<file path="src/rtl/sorted_insert_writer_if.sv">
// sorted_insert_writer_if
// RAM access bus between the sorted-insert writer and a 32-word synchronous RAM.
//   rd_addr : read address (writer -> RAM)
//   rd_data : read data, valid one cycle after rd_addr (RAM -> writer)
//   wr_en   : write enable (writer -> RAM)
//   wr_addr : write address (writer -> RAM)
//   wr_data : write data (writer -> RAM)
// Modports: master = writer side, slave = RAM side.
interface sorted_insert_writer_if #(
  parameter int ADDR_W = 5,
  parameter int DATA_W = 8
);
  logic [ADDR_W-1:0] rd_addr;
  logic [DATA_W-1:0] rd_data;
  logic              wr_en;
  logic [ADDR_W-1:0] wr_addr;
  logic [DATA_W-1:0] wr_data;

  modport master (
    output rd_addr,
    input  rd_data,
    output wr_en,
    output wr_addr,
    output wr_data
  );

  modport slave (
    input  rd_addr,
    output rd_data,
    input  wr_en,
    input  wr_addr,
    input  wr_data
  );
endinterface

</file>
<file path="src/rtl/sorted_insert_writer.sv">
// sorted_insert_writer
// Inserts one value per start request into a synchronous RAM, keeping
// mem[0 .. count-1] sorted ascending. Larger entries are shifted up one slot
// (read at i-1, write at i) until the hole reaches the insertion point, then
// the key is written into the hole.
// Ports:
//   clk      : system clock
//   reset    : synchronous, active-high reset
//   start    : level request, accepted in IDLE
//   A        : value to insert, latched on the accepting edge
//   ram      : RAM bus (master modport): rd_addr/rd_data, wr_en/wr_addr/wr_data
//   count    : number of valid stored entries (0 .. 2**ADDR_W)
//   full     : count == 2**ADDR_W (combinational)
//   done     : insert or rejection complete; held until start drops
//   ins_addr : slot where the last accepted value was written
module sorted_insert_writer #(
  parameter int ADDR_W = 5,
  parameter int DATA_W = 8
) (
  input  logic                   clk,
  input  logic                   reset,
  input  logic                   start,
  input  logic [DATA_W-1:0]      A,
  sorted_insert_writer_if.master ram,
  output logic [ADDR_W:0]        count,
  output logic                   full,
  output logic                   done,
  output logic [ADDR_W-1:0]      ins_addr
);

  localparam logic [2:0] S_IDLE  = 3'd0;
  localparam logic [2:0] S_RD    = 3'd1;
  localparam logic [2:0] S_CMP   = 3'd2;
  localparam logic [2:0] S_WRITE = 3'd3;
  localparam logic [2:0] S_DONE  = 3'd4;

  localparam logic [ADDR_W:0] CAPACITY = {1'b1, {ADDR_W{1'b0}}};

  logic [2:0]        state_q, state_d;
  logic [DATA_W-1:0] key_q, key_d;
  logic [ADDR_W:0]   i_q, i_d;
  logic [ADDR_W:0]   count_q, count_d;
  logic [ADDR_W-1:0] ins_addr_q, ins_addr_d;

  // i - 1 is both the slot being read and the next hole position after a shift.
  logic [ADDR_W:0] i_minus1;
  logic            hole_at_bottom;

  assign i_minus1       = i_q - 1'b1;
  assign hole_at_bottom = (i_minus1 == '0);

  assign count    = count_q;
  assign ins_addr = ins_addr_q;
  assign full     = (count_q == CAPACITY);

  always_comb begin
    state_d     = state_q;
    key_d       = key_q;
    i_d         = i_q;
    count_d     = count_q;
    ins_addr_d  = ins_addr_q;
    ram.rd_addr = '0;
    ram.wr_en   = 1'b0;
    ram.wr_addr = '0;
    ram.wr_data = '0;
    done        = 1'b0;

    case (state_q)
      S_IDLE: begin
        if (start) begin
          key_d = A;
          if (full) begin
            state_d = S_DONE;
          end else if (count_q == '0) begin
            i_d     = '0;
            state_d = S_WRITE;
          end else begin
            i_d     = count_q;
            state_d = S_RD;
          end
        end
      end

      S_RD: begin
        ram.rd_addr = i_minus1[ADDR_W-1:0];
        state_d     = S_CMP;
      end

      S_CMP: begin
        // Strict compare: equal entries stay below the new key (stable insert).
        if (ram.rd_data > key_q) begin
          ram.wr_en   = 1'b1;
          ram.wr_addr = i_q[ADDR_W-1:0];
          ram.wr_data = ram.rd_data;
          i_d         = i_minus1;
          state_d     = hole_at_bottom ? S_WRITE : S_RD;
        end else begin
          state_d = S_WRITE;
        end
      end

      S_WRITE: begin
        ram.wr_en   = 1'b1;
        ram.wr_addr = i_q[ADDR_W-1:0];
        ram.wr_data = key_q;
        ins_addr_d  = i_q[ADDR_W-1:0];
        count_d     = count_q + 1'b1;
        state_d     = S_DONE;
      end

      S_DONE: begin
        done = 1'b1;
        // Wait for start to drop so a held request inserts only once.
        if (!start) begin
          state_d = S_IDLE;
        end
      end

      default: begin
        state_d = S_IDLE;
      end
    endcase
  end

  always_ff @(posedge clk) begin
    if (reset) begin
      state_q    <= S_IDLE;
      key_q      <= '0;
      i_q        <= '0;
      count_q    <= '0;
      ins_addr_q <= '0;
    end else begin
      state_q    <= state_d;
      key_q      <= key_d;
      i_q        <= i_d;
      count_q    <= count_d;
      ins_addr_q <= ins_addr_d;
    end
  end

endmodule
</file>
<file path="src/flat_wrapper.sv">
// flat-port wrapper written by rule: the top's interface ports become plain ports
module sorted_insert_writer_flat 
#(
  parameter int ADDR_W = 5,
  parameter int DATA_W = 8
)
  (clk, reset, start, A, count, full, done, ins_addr, ram_rd_addr, ram_rd_data, ram_wr_en, ram_wr_addr, ram_wr_data);
  sorted_insert_writer_if #(.ADDR_W(ADDR_W), .DATA_W(DATA_W)) ram_i ();
  input  logic clk;
  input  logic reset;
  input  logic start;
  input  logic [DATA_W-1:0] A;
  output logic [ADDR_W:0] count;
  output logic full;
  output logic done;
  output logic [ADDR_W-1:0] ins_addr;
  output wire logic [$bits(ram_i.rd_addr)-1:0] ram_rd_addr;
  input wire logic [$bits(ram_i.rd_data)-1:0] ram_rd_data;
  output wire logic [$bits(ram_i.wr_en)-1:0] ram_wr_en;
  output wire logic [$bits(ram_i.wr_addr)-1:0] ram_wr_addr;
  output wire logic [$bits(ram_i.wr_data)-1:0] ram_wr_data;
  assign ram_rd_addr = ram_i.rd_addr;
  assign ram_i.rd_data = ram_rd_data;
  assign ram_wr_en = ram_i.wr_en;
  assign ram_wr_addr = ram_i.wr_addr;
  assign ram_wr_data = ram_i.wr_data;
  sorted_insert_writer #(.ADDR_W(ADDR_W), .DATA_W(DATA_W)) u_core (.clk(clk), .reset(reset), .start(start), .A(A), .ram(ram_i), .count(count), .full(full), .done(done), .ins_addr(ins_addr));
endmodule
</file>
<file path="config.mk">
export PLATFORM = sky130hd
export DESIGN_NAME = sorted_insert_writer_flat
export DESIGN_NICKNAME = d
export VERILOG_FILES = /design/src/rtl/sorted_insert_writer_if.sv /design/src/rtl/sorted_insert_writer.sv /design/src/flat_wrapper.sv
export SDC_FILE = /design/constraint.sdc
export NUM_CORES = 1
export LEC_CHECK = 0
export CORE_UTILIZATION = 30
export CTS_CLUSTER_DIAMETER = 30
export DETAILED_ROUTE_END_ITERATION = 12
export PLACE_DENSITY = 0.56
export SLEW_MARGIN = 30
export SYNTH_ARGS = -nofsm -noshare
export SYNTH_HDL_FRONTEND = slang
export SYNTH_SLANG_ARGS = --single-unit
</file>
<file path="constraint.sdc">
create_clock -name clk -period 2.1 [get_ports clk]
set_input_delay 0.42 -clock clk [delete_from_list [all_inputs] [get_ports clk]]
set_output_delay 0.42 -clock clk [all_outputs]
set_load 0.02 [all_outputs]
</file>
-- After elaboration in Yosys (flattened, before gate mapping)
Cells that the tools add are included.
- bits in registers: 28
- input bits: 19
- output and inout port bits: 32
- word-level logic and storage cells: 44
- add/sub/neg operators: 2
- order comparisons: 1
- equal/unequal tests: 9
- mux-type cells: 20
- reductions and logical operators: 7
- operator list (cell ; number):
    6-bit 2-to-1 mux ; 4
    8-bit one-hot mux with 2 select lines ; 1
    3-bit one-hot mux with 5 select lines ; 1
    6-bit logical NOT ; 2
    3-bit 2-to-1 mux ; 4
    6-bit one-hot mux with 2 select lines ; 1
    5-bit 2-to-1 mux ; 2
    5-bit one-hot mux with 2 select lines ; 1
    8-bit > comparator ; 1
    8-bit 2-to-1 mux ; 1
    6-bit by 1-bit adder with 6-bit output, second input constant ; 1
    3-bit by 2-bit equality test with 1-bit output, second input constant ; 2
    6-bit equality test, second input constant ; 1
    2-bit inequality test, second input constant ; 3
    6-bit by 1-bit subtractor with 6-bit output, second input constant ; 1
    2-bit 2-to-1 mux ; 2
    2-bit AND reduction ; 2
    4-bit AND reduction ; 1
    3-bit by 1-bit equality test with 1-bit output, second input constant ; 1
    3-bit equality test, second input constant ; 1
    3-bit logical NOT ; 1
    1-bit 2-to-1 mux ; 2
    2-bit by 1-bit inequality test with 1-bit output, second input constant ; 1
    1-bit one-hot mux with 2 select lines ; 1
    2-bit nonzero test ; 1

-- Longest topological paths before layout
Gate-level depths: netlist (run 1).
- depth in word-level cells: 5
- mapped depth: 9
- gate-level depth less buffers: 9

-- Least setup slack after synthesis (run 1)
No wires, ideal clock.
- path type: input -> output
- start point: input port ram_rd_data[7]
- end point: output port ram_wr_addr[0]
- arrival: 1.934 ns
- required time: 1.680 ns
- setup slack: -0.254 ns
- cell stages on the path: 7
- path buffers: 0
- cell sequence: ha_1 > nand2_1 > o21ai_0 > or3b_1 > nand2_4 > nor2_4 > nor2_1
- cells in the longest elaborated chain, start to end: 3
- ends and longest elaborated chain (item ; line ; text):
    start: declaration ; flat_wrapper.sv:18 ; input wire logic [$bits(ram_i.rd_data)-1:0] ram_rd_data;
    8-bit > comparator ; sorted_insert_writer.sv:91 ; if (ram.rd_data > key_q) begin
    5-bit 2-to-1 mux ; sorted_insert_writer.sv:91 ;
    5-bit one-hot mux with 2 select lines ; sorted_insert_writer.sv:68 ; case (state_q)
    end: declaration ; flat_wrapper.sv:20 ; output wire logic [$bits(ram_i.wr_addr)-1:0] ram_wr_addr;
Every way passes these cells.

-- Worst setup path in the final report (run 1)
- start point: register u_core.key_q[7]
- end point: output port ram_wr_addr[4]
- cells in the longest elaborated chain, start to end: 3
- ends and longest elaborated chain (item ; line ; text):
    start: declaration ; sorted_insert_writer.sv:40 ; logic [DATA_W-1:0] key_q, key_d;
    start signal: assignment ; sorted_insert_writer.sv:134 ; key_q <= key_d;
    8-bit > comparator ; sorted_insert_writer.sv:91 ;
    5-bit 2-to-1 mux ; sorted_insert_writer.sv:91 ;
    5-bit one-hot mux with 2 select lines ; sorted_insert_writer.sv:68 ;
Every way passes these cells.

==> impl_results.md, run 1 <==
* Port Buffers at 50
* Initial DRC Count at 66
* Crit path top cell by count: buf_6
* Vias per inst at between 4 and 5
* Synth Warn # at 0
* Grt ovf at 0
* Ports at 51
* Initial antenna violation count at 0
* Share of cells above drive strength 1 at approximately 44%
* CP max stage cell: or3b_4
* First-pass GRT wire length at 8625 um
* Worst flop-to-flop path endpoint: u_core.i_q[2]$_SDFFE_PP0P_
* Bufs and invs on worst path at 3
* Global Route Usage Sum at 17.10%
* TNS Setup at -6.066 ns
* Hold Path Sink: u_core.key_q[6]$_SDFFE_PP0P_
* Arrival time at the worst endpoint at 2.15 ns
* # fillers at between 600 and 700
* Pwr per Cell Area at 643.8 nW/um^2
* Largest fanout on the critical path at 4
* Worst-skew pair later-pin latency at approximately 0.28 ns
* Reg2reg path depth at 11
* Syn Area/Cell at ~7.7 um^2
* RSZ-0062 raised after global routing: yes
* Hold Crit Start: u_core.key_q[6]$_SDFFE_PP0P_
* Family with the most delay on the worst path: simple AND/OR/NAND/NOR gates
* CP endpoint kind: output pin
* Initial Util at between 30% and 40%
* Final setup violation count at 14
* Sink Count at 28
* Yosys top cell by area: dfxtp_1
* Synthesis-to-layout area growth at 69.71%
* Layout net count at 370
* Top FF cell, synth: dfxtp_1
* Clock slew at reported path FFs at around 0.1 ns
* Clk root buf: clkbuf_8
* DP HPWL at approximately 3900 um
* Failing checks: negative setup slack
* Slew @ Worst Pin at ~0.36 ns
* Max cap viols at 0
* Pleak at 0.001321 uW
* Largest net degree at the start of global routing at 19
* Ys async rst share at 0%
* Tmin final at 2.568 ns
* Fmax at roughly 0.4 GHz
* Critical Path RT at 1.68 ns
* Hold path depth at 2
* H-tree level count at 1
* Worst path max stage delay at 0.41 ns
* Final hold violation count at 0
* Flop2flop setup slack at roughly 0.080 ns
* # DRC at 0
* Die Y at ~81 um
* Final-report max-slew violation count at 0
* Post-Synthesis Cells at between 200 and 250
* Final design utilization at a little over half
* Yosys cell types at just over 50
* CTS tree: yes
* Hold_ws at 0.4641 ns
* Die area at 6529 um^2
* Max-slew headroom at approximately three quarters
* CTS Buf Count at 3
* #FFs+latches synth at 28
* Rows at 28
* Antenna Cells at 0
* RD Place Congestion at 0.7646
* Antenna Nets Post-Route at 0
* Status: finished, violations left
* Crit path cell chain: inv_2 -> ha_4 -> nand2_1 -> o21ai_2 -> or3b_4 -> nand2_4 -> nor2_4 -> buf_6 -> nor2b_4 -> buf_6
* Register area at 568.0 um^2
* Via Count at 1934
* Die Width at between 80 and 90 um
* Syn_nets at approximately 270
* Std-Cell Core Area at between 5000 and 6000 um^2
* Number of global-route vias before repair at between 1500 and 2000
* DR WL/cell at approximately 13 um
* Register area share after synthesis at 30.09%
* Clock skew at between 0.0015 and 0.002 ns
* Clock Path Buffers at 2
* Crit start category: flop
* Crit Path Class: reg2out
* Dominant cells by area after synthesis: dfxtp_1 30%, nand2_1 10%, ha_1 8.1%
* First-pass detailed-route iteration total at 4
* Post-Syn Area at 1863 um^2
* Final period utilization at 122.3%
* Routed Wire Length at ~5200 um
* Post-synth EDFFs at 0
* Max IR drop VDD at around 0.0003 V
* Worst Slack Setup Final at -0.4680 ns
* Footprint of the multi-input gates at roughly 1500 um^2
* Synth top area share at around 30%
* Reg2reg start: u_core.key_q[7]$_SDFFE_PP0P_
* Worst hold path type: reg2reg
==> how the worst max path moves through the flow <==
stage | slack (ns) | to | from | depth (start not counted)
finish | -0.47 | ram_wr_addr[4] | u_core.key_q[7]$_SDFFE_PP0P_ | 10
global route | -0.55 | ram_wr_addr[4] | u_core.key_q[7]$_SDFFE_PP0P_ | 10
CTS | -0.44 | ram_wr_addr[4] | u_core.key_q[1]$_SDFFE_PP0P_ | 10
detailed placement | -1.23 | ram_wr_addr[4] | ram_rd_data[0] | 10
global placement | -1.21 | ram_wr_addr[4] | ram_rd_data[0] | 10
floorplan | -0.08 | ram_wr_en | ram_rd_data[2] | 7
==> repair_timing <==
item                       4_1_cts  5_1_grt
resized for setup              145       26
pin swaps                       21       18
setup buffers                   31        7
hold buffers                     0        0
setup endpoints to repair       27       26
==> power by group <==
group / switching [uW] / total, uW / leakage [uW] / internal, uW
registers: 27.7 / 600 / 0.000230 / 572
clock network: 186 / 441 / 0.0000357 / 256
logic: 510 / 994 / 0.00105 / 484
total: 723 / 2040 / 0.00132 / 1310
==> cell type report <==
class	count	share of cell area (%)
clock inverters	1	0.9497
multi-input cells	187	45.94
inverters	14	1.820
flip-flops and latches	28	17.97
clock buffers	3	1.306
repair buffers	105	29.05
well taps	75	2.968
==> metal layers <==
metal / vias up / track usage [%] / share of wire [%]
li1: 1018 / - / -
met1: 866 / 24.68 / 50
met2: 45 / 26.81 / 45
met3: 5 / 1.685 / 3.9
met4: 0 / 4.821 / 1.2
met5: - / 0 / 0
==> cells by family after synthesis <==
| family | share of synthesized area (%) |
|---|---|
| buffers and inverters | 6.984 |
| AOI/OAI and AO/OA | 20.82 |
| and+or+nand+nor | 30.29 |
| adders and majority gates | 8.059 |
| xor gates and xnor gates | 3.761 |
| DFF | 30.09 |
==> sequential cells by signal, summed over array words and instances (netlist names) <==
register,count
u_core.key_q,8
u_core.count,6
u_core.i_q,6
u_core.ins_addr,5
u_core.state_q,3
==> tightest hold or removal path: stages, from the launching register on <==
cell and delay, ns:
dfxtp_2 0.33, nand2_1 0.05, a21oi_1 0.05
==> per-stage QoR <==
stage	power [uW]	cell area (um^2)	instances	setup slack [ns]
after floorplan	1139	2031	243	-0.07947
after global placement	1468	2875	396	-1.207
after detailed placement	1472	2875	396	-1.233
after CTS	2047	3177	412	-0.4436
after global routing	2169	3162	413	-0.5455
final	2036	3162	413	-0.4680
==> cells in the final DEF (no fill, tap or decap), types with 2 or more instances in the layout <==
| cell type | n |
|---|---|
| buf_4 | 50 |
| o21ai_0 | 4 |
| nor3_1 | 2 |
| dlygate4sd2_1 | 2 |
| dfxtp_2 | 6 |
| xnor2_1 | 3 |
| a31oi_1 | 2 |
| nor2_4 | 5 |
| inv_1 | 6 |
| ha_4 | 8 |
| nand2_1 | 44 |
| dfxtp_1 | 22 |
| nand2b_1 | 4 |
| nand2_4 | 7 |
| buf_6 | 17 |
| o21ai_2 | 8 |
| buf_12 | 2 |
| inv_2 | 7 |
| clkdlybuf4s50_1 | 21 |
| or3b_4 | 2 |
| ha_1 | 4 |
| nor2b_4 | 4 |
| nand4_1 | 3 |
| clkdlybuf4s15_2 | 3 |
| o32ai_2 | 2 |
| clkbuf_8 | 3 |
| a21oi_1 | 24 |
| a21oi_2 | 2 |
| o31ai_1 | 2 |
| or3_1 | 2 |
| and2_1 | 2 |
| xor2_1 | 5 |
| nor2_1 | 22 |
| clkbuf_2 | 10 |
==> Yosys cell counts, types with 2 or more instances <==
cell and number:
o21ai_1 2, dfxtp_1 28, nor2_1 26, ha_1 12, and2_1 2, or3_1 2, xnor2_1 3, o32ai_1 2
nand2_1 50, nor2b_1 2, xor2_1 5, buf_2 5, nor3_1 3, buf_6 2, a31oi_1 2, o21ai_0 11
nand4_1 3, nand2b_1 4, inv_1 14, a21oi_1 26, o31ai_1 2, nor2b_2 3, clkbuf_1 6
(Power assumes the default switching activity.)
==> inputs of run 2 (changes only) <==
--- a/config.mk
+++ b/config.mk
@@ -9,6 +9,7 @@
 export CTS_CLUSTER_DIAMETER = 30
 export DETAILED_ROUTE_END_ITERATION = 12
 export PLACE_DENSITY = 0.56
+export REMOVE_ABC_BUFFERS = 1
 export SLEW_MARGIN = 30
 export SYNTH_ARGS = -nofsm -noshare
 export SYNTH_HDL_FRONTEND = slang
==> run 2 against run 1 <==
The run still ends with negative setup slack left; first-iteration DRC count rose by 27%; register-to-register slack gained 0.02 ns; global-route usage fell by 0.13 points; wire length fell by 0.61%; count of clock-buffer cells in the layout unchanged.
==> impl_results.md, run 2 (synthesized netlist as in run 1, its figures left out) <==
* Max IR drop VDD at 0.0002978 V
* Most common cell after layout, fill and taps aside: nand2_1
* Clock skew at 0.003237 ns
* Clk root buf: clkbuf_8
* Max reg flops at 8
* Final period utilization at 125.6%
* Die Y at 80.81 um
* H-tree level count at 1
* CTS Buf Count at 3
* Tmin final at roughly 2.6 ns
* Initial antenna violation count at 0
* Sink Count at 28
* Largest net degree at the start of global routing at 19
* Layout net count at ~360
* Crit path cell chain: clkdlybuf4s15_2 -> inv_1 -> ha_1 -> nand4_1 -> nor2_8 -> buf_4 -> or3b_4 -> nand2_8 -> nor2_4 -> nor2b_2 -> buf_6
* Final setup violation count at 14
* DP HPWL at approximately 3800 um
* Top reg by flops: u_core.key_q
* Total placed cells including tap cells at 392
* Final design utilization at approximately 48%
* Rows at 28
* Number of global-route vias before repair at between 1500 and 2000
* RD Place Congestion at approximately 0.79
* Initial Util at a little under a third
* Worst-skew pair later-pin latency at about 0.28 ns
* # DRC at 0
* Slew @ Worst Pin at around 0.44 ns
* Routed Wire Length at 5203 um
* Arrival time at the worst endpoint at between 2 and 2.5 ns
* First-pass detailed-route iteration total at 4
* Die area at ~6500 um^2
* Std-Cell Core Area at 5956 um^2
* Port Buffers at 50
* Antenna Cells at 0
* # fillers at 614
* Fmax at between 0.3 and 0.4 GHz
* Grt ovf at 0
* CP max stage cell: or3b_4
* Critical Path RT at about 1.7 ns
* Largest fanout on the critical path at 6
* Clock Path Buffers at 2
* Pre-CTS WS at -1.222 ns
* Pleak at 0.001184 uW
* Clock slew at reported path FFs at 0.11 ns
* Final-report max-slew violation count at 0
* Final hold violation count at 0
* DR WL/cell at about 13 um
* TNS Setup at -7.091 ns
* Max-slew headroom at between 70% and 80%
* Worst hold path type: reg2reg
* Antenna Nets Post-Route at 0
* Die Width at between 80 and 90 um
* Initial DRC Count at 84
* CTS tree: yes
* CP endpoint kind: output pin
* Via Count at 1934
* Crit start category: input pin
* Crit Path Class: in2out
* Worst path max stage delay at approximately 0.43 ns
* Ports at 51
* Failing checks: negative setup slack
* Global Route Usage Sum at 16.97%
* Max cap viols at 0
* Status: finished, violations left
* Synthesis-to-layout area growth at 55.00%
* RSZ-0062 raised after global routing: yes
* Worst Slack Setup Final at -0.5367 ns
* Vias per inst at around 4.8
* Pwr per Cell Area at 648.0 nW/um^2
* Hold_buf cts at 0
* First-pass GRT wire length at between 8000 and 9000 um
* Share of cells above drive strength 1 at 33.13%
* Most frequent cells in the layout: 48 x nand2_1, 47 x buf_4, 25 x nor2_1, 25 x a21oi_1, 24 x dfxtp_1
* Fin cells at approximately 400
[run 2: cell types whose count changed in the layout (fill, tap and decap cells not counted), sizes merged]
cell	delta
nand2	+1
dlygate4sd2	+3
clkdlybuf4s15	+1
buf	-12
clkbuf	-5
[run 2: worst paths after layout]
kind                                 from                      endpoint  slack (ns)  depth (start not counted)
max reg2reg  u_core.key_q[3]$_SDFFE_PP0P_    u_core.i_q[1]$_SDFFE_PP0P_        0.10                          9
min reg2reg  u_core.key_q[6]$_SDFFE_PP0P_  u_core.key_q[6]$_SDFFE_PP0P_        0.46                          2
min          u_core.key_q[6]$_SDFFE_PP0P_  u_core.key_q[6]$_SDFFE_PP0P_        0.46                          2
max                        ram_rd_data[0]                ram_wr_addr[3]       -0.54                         11
[run 2: layout make-up]
type                            instances  area, um^2  area share (%)
Clock inverter                          1       30.03           1.040
Inverter                               14       52.55           1.820
Tap cell                               75       93.84           3.250
Sequential cell                        28       565.5           19.58
Timing Repair Buffer                   92       773.2           26.78
Multi-Input combinational cell        188        1331           46.10
Clock buffer                            3       41.29           1.430
[run 2: critical path: cells and delay by family]
family                   cells  cell delay [ns]
buffers and inverters        4             0.50
adder cells (fa/ha/maj)      1             0.29
AND/OR/NAND/NOR              6             0.99
[run 2: timing repair]
action / in CTS / in global routing
cloned: 1 / 0
endpoints found under the setup margin: 27 / 25
resized for setup: 119 / 33
setup buffers: 3 / 2
pin swaps: 16 / 15
[run 2: per-layer routing]
metal	routed length [um]	global-route usage (%)	up-vias
met2	2346	26.72	43
met3	177	1.573	8
met4	86	6.607	0
met1	2593	23.73	886
met5	0	0	-
li1	-	-	997
[run 2: per-stage QoR]
stage | hold WS [ns] | power [uW] | cell area [um^2]
floorplan | 0.4303 | 1046 | 1785
global placement | 0.4419 | 1378 | 2665
detailed placement | 0.4483 | 1380 | 2665
CTS | 0.4634 | 1856 | 2835
global route | 0.4784 | 1999 | 2888
finish | 0.4576 | 1871 | 2888
[run 2: power breakdown]
| part | total (uW) | internal [uW] | switching (uW) |
|---|---|---|---|
| Clock | 448 | 256 | 192 |
| Sequential | 597 | 571 | 25.6 |
| Combinational | 827 | 373 | 453 |
| Total | 1870 | 1200 | 671 |
